`src/rtl/usb_pkg.sv`:
```
// Shared constants and types for the full-speed USB receive path:
// PID bytes, packet-type encoding, CRC16 parameters, line states, FSM states.
package usb_pkg;

  // PID bytes as assembled LSB-first off the wire
  localparam logic [7:0] PID_OUT   = 8'hE1;
  localparam logic [7:0] PID_IN    = 8'h69;
  localparam logic [7:0] PID_DATA0 = 8'hC3;
  localparam logic [7:0] PID_DATA1 = 8'h4B;
  localparam logic [7:0] PID_ACK   = 8'hD2;
  localparam logic [7:0] PID_NAK   = 8'h5A;
  localparam logic [7:0] PID_STALL = 8'h1E;

  // KJKJKJKK decodes to 0,0,0,0,0,0,0,1 in time order
  localparam logic [7:0] SYNC_BYTE = 8'h80;

  localparam logic [15:0] CRC16_POLY  = 16'h8005;
  localparam logic [15:0] CRC16_INIT  = 16'hFFFF;
  localparam logic [15:0] CRC16_RESID = 16'h800D;

  typedef enum logic [2:0] {
    PKT_NONE, PKT_OUT, PKT_IN, PKT_DATA0, PKT_DATA1, PKT_ACK, PKT_NAK, PKT_STALL
  } rx_pkt_t;

  // {D+, D-}
  typedef enum logic [1:0] {
    LINE_SE0 = 2'b00, LINE_K = 2'b01, LINE_J = 2'b10, LINE_SE1 = 2'b11
  } line_t;

  typedef enum logic [2:0] {
    RX_IDLE, RX_SYNC, RX_PID, RX_PAYLOAD, RX_EOP_WAIT, RX_ERR
  } rx_state_t;

  function automatic rx_pkt_t pid_decode(input logic [7:0] pid);
    rx_pkt_t p;
    p = PKT_NONE;
    if (pid[7:4] == ~pid[3:0]) begin
      case (pid)
        PID_OUT:   p = PKT_OUT;
        PID_IN:    p = PKT_IN;
        PID_DATA0: p = PKT_DATA0;
        PID_DATA1: p = PKT_DATA1;
        PID_ACK:   p = PKT_ACK;
        PID_NAK:   p = PKT_NAK;
        PID_STALL: p = PKT_STALL;
        default:   p = PKT_NONE;
      endcase
    end
    return p;
  endfunction

  // Serial CRC16, bits fed in wire order, MSB-first register
  function automatic logic [15:0] crc16_step(input logic [15:0] crc, input logic b);
    return {crc[14:0], 1'b0} ^ ((crc[15] ^ b) ? CRC16_POLY : 16'h0000);
  endfunction

endpackage

```
`src/rtl/rx_bit_decoder.sv`:
```
// Line front end: synchronizers, edge-aligned phase counter, NRZI decode and
// bit unstuffing. Outputs are single-clk strobes at the mid-bit sample point.
module rx_bit_decoder
  import usb_pkg::*;
#(
  parameter int CLKS_PER_BIT = 8
) (
  input  logic clk,
  input  logic n_rst,
  input  logic dPlus_in,
  input  logic dMinus_in,
  input  logic unstuff_en,
  output logic bit_valid,
  output logic bit_value,
  output logic stuff_err,
  output logic se0,
  output logic j_idle
);
  localparam int CW = $clog2(CLKS_PER_BIT);
  localparam logic [CW-1:0] HALF = CW'(CLKS_PER_BIT / 2);
  localparam logic [CW-1:0] LAST = CW'(CLKS_PER_BIT - 1);

  logic [1:0]    dp_sync, dm_sync;
  logic [1:0]    line_s, line_q;
  logic [CW-1:0] phase;
  logic          prev_dp;
  logic [2:0]    ones;
  logic          sample, line_se0, raw_bit, stuffed;

  assign line_s   = {dp_sync[1], dm_sync[1]};
  assign sample   = (phase == HALF);
  assign line_se0 = (line_q == LINE_SE0);
  assign raw_bit  = (line_q[1] == prev_dp);
  // Ones run is held cleared while idle so long J periods never mark the SOP K as stuffing
  assign stuffed  = unstuff_en && (ones == 3'd6);

  assign bit_valid = sample && !line_se0 && !stuffed;
  assign bit_value = raw_bit;
  assign stuff_err = sample && !line_se0 && stuffed && raw_bit;
  assign se0       = sample && line_se0;
  assign j_idle    = sample && (line_q == LINE_J);

  always_ff @(posedge clk or negedge n_rst) begin
    if (!n_rst) begin
      dp_sync <= 2'b11;
      dm_sync <= 2'b00;
      line_q  <= LINE_J;
      phase   <= '0;
      prev_dp <= 1'b1;
      ones    <= 3'd0;
    end else begin
      dp_sync <= {dp_sync[0], dPlus_in};
      dm_sync <= {dm_sync[0], dMinus_in};
      line_q  <= line_s;
      if (line_s != line_q) phase <= '0;
      else                  phase <= (phase == LAST) ? '0 : phase + 1'b1;
      if (sample) begin
        if (line_se0) begin
          // A J following SE0 must decode as 1, never as a fresh SOP edge
          prev_dp <= 1'b1;
          ones    <= 3'd0;
        end else begin
          prev_dp <= line_q[1];
          if (!unstuff_en || stuffed) ones <= 3'd0;
          else                        ones <= raw_bit ? ones + 3'd1 : 3'd0;
        end
      end
    end
  end

endmodule

```
`src/rtl/usb_rx.sv`:
```
// Full-speed USB receive path: packet FSM, 2-byte holdback buffer that hides
// CRC/token trailer bytes, and CRC16 residual check on data packets.
module usb_rx
  import usb_pkg::*;
#(
  parameter int CLKS_PER_BIT = 8,
  parameter int MAX_BYTES    = 64
) (
  input  logic       clk,
  input  logic       n_rst,
  input  logic       dPlus_in,
  input  logic       dMinus_in,
  output logic [2:0] rx_packet,
  output logic [7:0] rx_data,
  output logic       store_rx_packet_data,
  output logic       rx_transfer_active,
  output logic       rx_done,
  output logic       rx_error
);
  localparam int BCW = $clog2(MAX_BYTES + 3);
  localparam logic [BCW-1:0] CNT_LIMIT = BCW'(MAX_BYTES + 2);

  rx_state_t      state, state_n;
  rx_pkt_t        pkt_q, pid_pkt;
  logic           bit_valid, bit_value, stuff_err, se0, j_idle;
  logic [7:0]     sh, hold0, hold1, byte_val;
  logic [2:0]     bit_cnt;
  logic [BCW-1:0] rcv_cnt;
  logic [15:0]    crc;
  logic [1:0]     se0_cnt;
  logic           byte_done, shift_en, pkt_is_data, pid_is_hs;
  logic           sop, pid_take, push, done_set, err_enter;

  rx_bit_decoder #(.CLKS_PER_BIT(CLKS_PER_BIT)) u_dec (
    .clk        (clk),
    .n_rst      (n_rst),
    .dPlus_in   (dPlus_in),
    .dMinus_in  (dMinus_in),
    .unstuff_en (state != RX_IDLE),
    .bit_valid  (bit_valid),
    .bit_value  (bit_value),
    .stuff_err  (stuff_err),
    .se0        (se0),
    .j_idle     (j_idle)
  );

  assign byte_val    = {bit_value, sh[7:1]};
  assign byte_done   = bit_valid && (bit_cnt == 3'd7);
  assign pid_pkt     = pid_decode(byte_val);
  assign pid_is_hs   = (pid_pkt == PKT_ACK) || (pid_pkt == PKT_NAK) || (pid_pkt == PKT_STALL);
  assign pkt_is_data = (pkt_q == PKT_DATA0) || (pkt_q == PKT_DATA1);
  assign shift_en    = sop || (bit_valid && (state == RX_SYNC || state == RX_PID ||
                                             state == RX_PAYLOAD));
  assign err_enter   = (state_n == RX_ERR) && (state != RX_ERR);
  assign rx_packet   = pkt_q;

  always_ff @(posedge clk or negedge n_rst) begin
    if (!n_rst) state <= RX_IDLE;
    else        state <= state_n;
  end

  always_comb begin
    state_n  = state;
    sop      = 1'b0;
    pid_take = 1'b0;
    push     = 1'b0;
    done_set = 1'b0;
    case (state)
      RX_IDLE:
        if (bit_valid && !bit_value) begin
          sop     = 1'b1;
          state_n = RX_SYNC;
        end
      RX_SYNC:
        if (se0 || stuff_err) state_n = RX_ERR;
        else if (byte_done)   state_n = (byte_val == SYNC_BYTE) ? RX_PID : RX_ERR;
      RX_PID:
        if (se0 || stuff_err) state_n = RX_ERR;
        else if (byte_done) begin
          if (pid_pkt == PKT_NONE) state_n = RX_ERR;
          else begin
            pid_take = 1'b1;
            state_n  = pid_is_hs ? RX_EOP_WAIT : RX_PAYLOAD;
          end
        end
      RX_PAYLOAD:
        if (stuff_err) state_n = RX_ERR;
        else if (se0)  state_n = (bit_cnt == 3'd0) ? RX_EOP_WAIT : RX_ERR;
        else if (byte_done) begin
          if (pkt_is_data && rcv_cnt == CNT_LIMIT) state_n = RX_ERR;
          else                                     push    = 1'b1;
        end
      RX_EOP_WAIT:
        // Any non-SE0 sample here either closes the EOP or is a stray bit
        if (j_idle) begin
          if (se0_cnt >= 2'd2 && !(pkt_is_data && crc != CRC16_RESID)) begin
            done_set = 1'b1;
            state_n  = RX_IDLE;
          end else state_n = RX_ERR;
        end else if (bit_valid || stuff_err) state_n = RX_ERR;
      RX_ERR:
        if (j_idle && se0_cnt != 2'd0) state_n = RX_IDLE;
      default: state_n = RX_IDLE;
    endcase
  end

  always_ff @(posedge clk or negedge n_rst) begin
    if (!n_rst) begin
      pkt_q                <= PKT_NONE;
      rx_data              <= 8'h00;
      store_rx_packet_data <= 1'b0;
      rx_transfer_active   <= 1'b0;
      rx_done              <= 1'b0;
      rx_error             <= 1'b0;
      sh                   <= 8'h00;
      hold0                <= 8'h00;
      hold1                <= 8'h00;
      bit_cnt              <= 3'd0;
      rcv_cnt              <= '0;
      crc                  <= CRC16_INIT;
      se0_cnt              <= 2'd0;
    end else begin
      store_rx_packet_data <= 1'b0;
      rx_done              <= done_set;
      rx_transfer_active   <= (state_n != RX_IDLE);
      if (shift_en) begin
        sh      <= byte_val;
        bit_cnt <= sop ? 3'd1 : bit_cnt + 3'd1;
      end
      // se0_cnt doubles as the "EOP SE0 seen" flag for leaving RX_ERR
      if (se0 && se0_cnt != 2'd3) se0_cnt <= se0_cnt + 2'd1;
      if (sop) begin
        pkt_q    <= PKT_NONE;
        rx_error <= 1'b0;
        se0_cnt  <= 2'd0;
      end
      if (err_enter) rx_error <= 1'b1;
      if (pid_take) begin
        pkt_q   <= pid_pkt;
        crc     <= CRC16_INIT;
        rcv_cnt <= '0;
      end else if (state == RX_PAYLOAD && bit_valid) begin
        crc <= crc16_step(crc, bit_value);
      end
      if (push) begin
        hold1 <= byte_val;
        hold0 <= hold1;
        if (rcv_cnt != CNT_LIMIT) rcv_cnt <= rcv_cnt + BCW'(1);
        if (rcv_cnt >= BCW'(2)) begin
          rx_data              <= hold0;
          store_rx_packet_data <= 1'b1;
        end
      end
    end
  end

endmodule

```
`config.mk`:
```
export PLATFORM = sky130hd
export DESIGN_NAME = usb_rx
export DESIGN_NICKNAME = d
export VERILOG_FILES = /design/src/rtl/usb_pkg.sv /design/src/rtl/rx_bit_decoder.sv /design/src/rtl/usb_rx.sv
export SDC_FILE = /design/constraint.sdc
export NUM_CORES = 1
export LEC_CHECK = 0
export BUFFER_PORTS_ARGS = -buffer_cell sky130_fd_sc_hd__buf_2
export CAP_MARGIN = 10
export CORE_MARGIN = 3
export CORE_UTILIZATION = 40
export CTS_CLUSTER_SIZE = 40
export DETAILED_ROUTE_END_ITERATION = 10
export PLACE_DENSITY = 0.56
export SLEW_MARGIN = 15
export SYNTH_ARGS = -nofsm -noshare
export SYNTH_HDL_FRONTEND = slang
export SYNTH_HIERARCHICAL = 1
export SYNTH_SLANG_ARGS = --single-unit
```
`constraint.sdc`:
```
create_clock -name clk -period 2.6 [get_ports clk]
set_clock_uncertainty 0.05 [all_clocks]
set_input_delay 0 -clock clk [delete_from_list [all_inputs] [get_ports clk]]
set_output_delay 0 -clock clk [all_outputs]
set_load 0.03 [all_outputs]
```
==> qor.csv <==
stage;metric;value;unit
status;status;finished clean;
floorplanning;placeableCoreArea;9460;µm²
clock_network;clk_path_buf_depth;2;
clock_network;htreeDepth;3;
sta;hold_violations;0;
synthesis;synth.avg_cell_area;10.8;µm²
route;post_drt_wl_per_cell;14.3;µm
synthesis;yosys_warnings;6;
sta;tightestPinTransition;1.02;ns
synthesis;synth_most_common_cell;dfrtp_1;
synthesis;synth_top_area_share;38.8;%
synthesis;syn_nets;388;
clock_network;cts_buffers;9;
layout;n_antenna_cell;0;
job;cap_violations;0;
clock_network;cts_tree;yes;
clock_network;postCtsSetupBuffers;0;
sta;fmax;420;MHz
floorplanning;start_util;42.3;%
floorplanning;die-area;11200;µm²
global_routing;busiest_layer;met2;
placed_design;portBuffers;18;
sta;layout_setup_ws;0.219;ns
route;first_pass_iters;4;
synthesis;synth-seq-area-share;51.9;%
worst_hold_path;min_path_type;input port to flop;
power;power.density;507;nW/µm²
setup_path;end_kind;flop;
synthesis;ys_async_sr_fraction;100;%
setup_path;cp-start-kind;flop;
clock_network;path_clk_slew;0.08;ns
route;viasPerCell;5.32;
global_routing;grt_max_degree;83;
global_routing;overflow;0;
global_routing;grt_pass1_vias;2955;
layout;fill_cells;899;
global_routing;grt_pass1_wl;13.8;mm
sta;fin_tns_setup;0;ns
layout;finalNetCount;421;
setup_path;critPathSlowestCell;dfstp_2;
layout;drive_gt1_share;27.4;%
sta;rsz0062_at_grt;no;
power;p_leak;2.12;nW
global_routing;grt_util_met1;19.4;%
route;vias;2863;
sta;finalCriticalPeriod;2.38;ns
sta;maxSlewHeadroom;32.1;%
global_routing;met3_usage;4.37;%
synthesis;synth_common_cells;62 x dfrtp_1, 50 x nand2_1, 26 x mux2_2;
floorplanning;die_w;106;µm
synthesis;synth_flop_cell;dfrtp_1;
route;drc;0;
sta;drv_slew;0;
setup_path;critical_path_required;2.78;ns
synthesis;syn_area;4000;µm²
clock_network;clockRootBuffer;clkbuf_8;
placed_design;place_hpwl;5.39;mm
floorplanning;boundaryPins;19;
placed_design;preCtsSetupSlack;0.0984;ns
floorplanning;rows;35;
global_routing;use_met2;24.8;%
global_routing;antenna_found_initial;0;
synthesis;synth.distinct_cells;58;
placed_design;globalplace.congestion;0.905;
sta;finalCritPeriodShare;91.6;%
global_routing;globalRouteTotalUtil;15.1;%
route;wirelength;7.70;mm
synthesis;syn_inst;371;
sta;setup_viol;0;
floorplanning;die_y;106;µm
route;drt-initial-drc-count;100;
setup_path;worstPathCellList;xnor2_2 > nand2b_1 > nor4_4 > nor2_1 > o41ai_2 > nand4_1 > or3_1;
synthesis;yosysTopAreaCell;dfrtp_1;
synthesis;synth_edf_count;0;
setup_path;cp_slowest_stage_delay;0.63;ns
setup_path;crit_fanout;8;
clock_network;cts.sinks;82;
synthesis;ys_ff_latch;82;
clock_network;clkLatencyLatePin;0.35;ns
synthesis;yosys-top-cells-area;dfrtp_1 39%, dfstp_2 13%, mux2_2 7.3%;
power;ir_drop;375;µV
setup_path;critPathKind;flop to flop;
layout;area_delta_synth_final;14.4;%
route;ant_nets;0;
setup_path;critPathArrivalTime;2.56;ns
[placed cells by master (no fill, tap or decap), types with 12 or more instances in the layout]
cell      n
nand3_1  24
ha_1     13
inv_1    14
dfstp_2  20
nor2_1   21
buf_2    17
o21ai_0  12
nand2_1  50
mux2_2   26
dfrtp_1  62
buf_4    15
[per-layer routing]
layer  vias to the layer above  share of wire, %
met5                         -                 0
met4                         0               1.7
met3                        11               4.1
met2                        52                47
met1                      1400                47
li1                       1400                 -
[final timing paths]
| kind | from | to | slack, ns | cells past startpoint |
|---|---|---|---|---|
| max | u_dec/line_q[1]$_DFF_PN1_ | rx_transfer_active$_DFF_PN0_ | 0.22 | 7 |
| min | dMinus_in | u_dec/dm_sync[0]$_DFF_PN0_ | 0.24 | 2 |
| max reg2reg | u_dec/line_q[1]$_DFF_PN1_ | rx_transfer_active$_DFF_PN0_ | 0.22 | 7 |
| min reg2reg | u_dec/dp_sync[0]$_DFF_PN1_ | u_dec/dp_sync[1]$_DFF_PN1_ | 0.31 | 0 |
| max in group asynchronous | n_rst | u_dec/dm_sync[0]$_DFF_PN0_ | 1.52 | 2 |
| min in group asynchronous | n_rst | se0_cnt[0]$_DFFE_PN0P_ | 0.30 | 2 |
[stage by stage]
step                      cells  power (mW)  hold WS (ns)  utilization [%]  cell area [µm²]
after floorplan             371        1.43        -0.346                -             4020
after global placement      519        1.50        0.0578             45.8             4330
after detailed placement    519        1.50        0.0592             45.8             4330
after CTS                   538        2.35         0.223             48.0             4540
after global routing        538        2.43         0.231             48.4             4570
final                       538        2.32         0.243             48.4             4570
[flip-flops by register name, summed over array words and instances, names as in the netlist, 7 cells and up]
name and flops:
crc 16, hold0 8, hold1 8, rcv_cnt 7, rx_data 8, sh 7
[power breakdown]
group          internal (mW)  switching (mW)  leakage, nW  total, mW
sequential              1.30          0.0193         1.06       1.32
clock                  0.373           0.462       0.0863      0.834
combinational         0.0614           0.104        0.972      0.165
[area by class of cell]
type / instances / area, µm² / area share [%]
clock buffer: 10 / 138 / 3.01
inverter: 14 / 52.6 / 1.15
timing repair buffer: 36 / 248 / 5.42
sequential: 82 / 2080 / 45.4
tap: 129 / 161 / 3.53
multi-input combinational: 261 / 1860 / 40.6
clock inverter: 6 / 41.3 / 0.903
[critical path: cells and delay by family, from the launching register on]
kind,cells,cell delay (ns)
AOI/OAI and AO/OA,1,0.23
xor gates and xnor gates,1,0.20
DFF,1,0.63
and+or+nand+nor,5,1.16
[logic make-up (layout without fill, tap and decap cells)]
family / count (synthesis) / count (layout) / share of synthesized area, %
AO/OA/AOI/OAI: 56 / 56 / 10.3
XOR/XNOR: 12 / 12 / 2.63
adder cells (fa/ha/maj): 13 / 13 / 4.07
buffers and inverters: 28 / 66 / 2.91
flip-flops: 82 / 82 / 51.9
multiplexers: 30 / 30 / 8.45
AND/OR/NAND/NOR: 150 / 150 / 19.7
[what timing repair did]
| item | in CTS | in global routing |
|---|---|---|
| setup endpoints to repair | 0 | 2 |
| gates resized for setup | 0 | 5 |
| hold buffers | 3 | 0 |
| hold endpoints to repair | 64 | 0 |
Power figures use the tool's default switching activity.
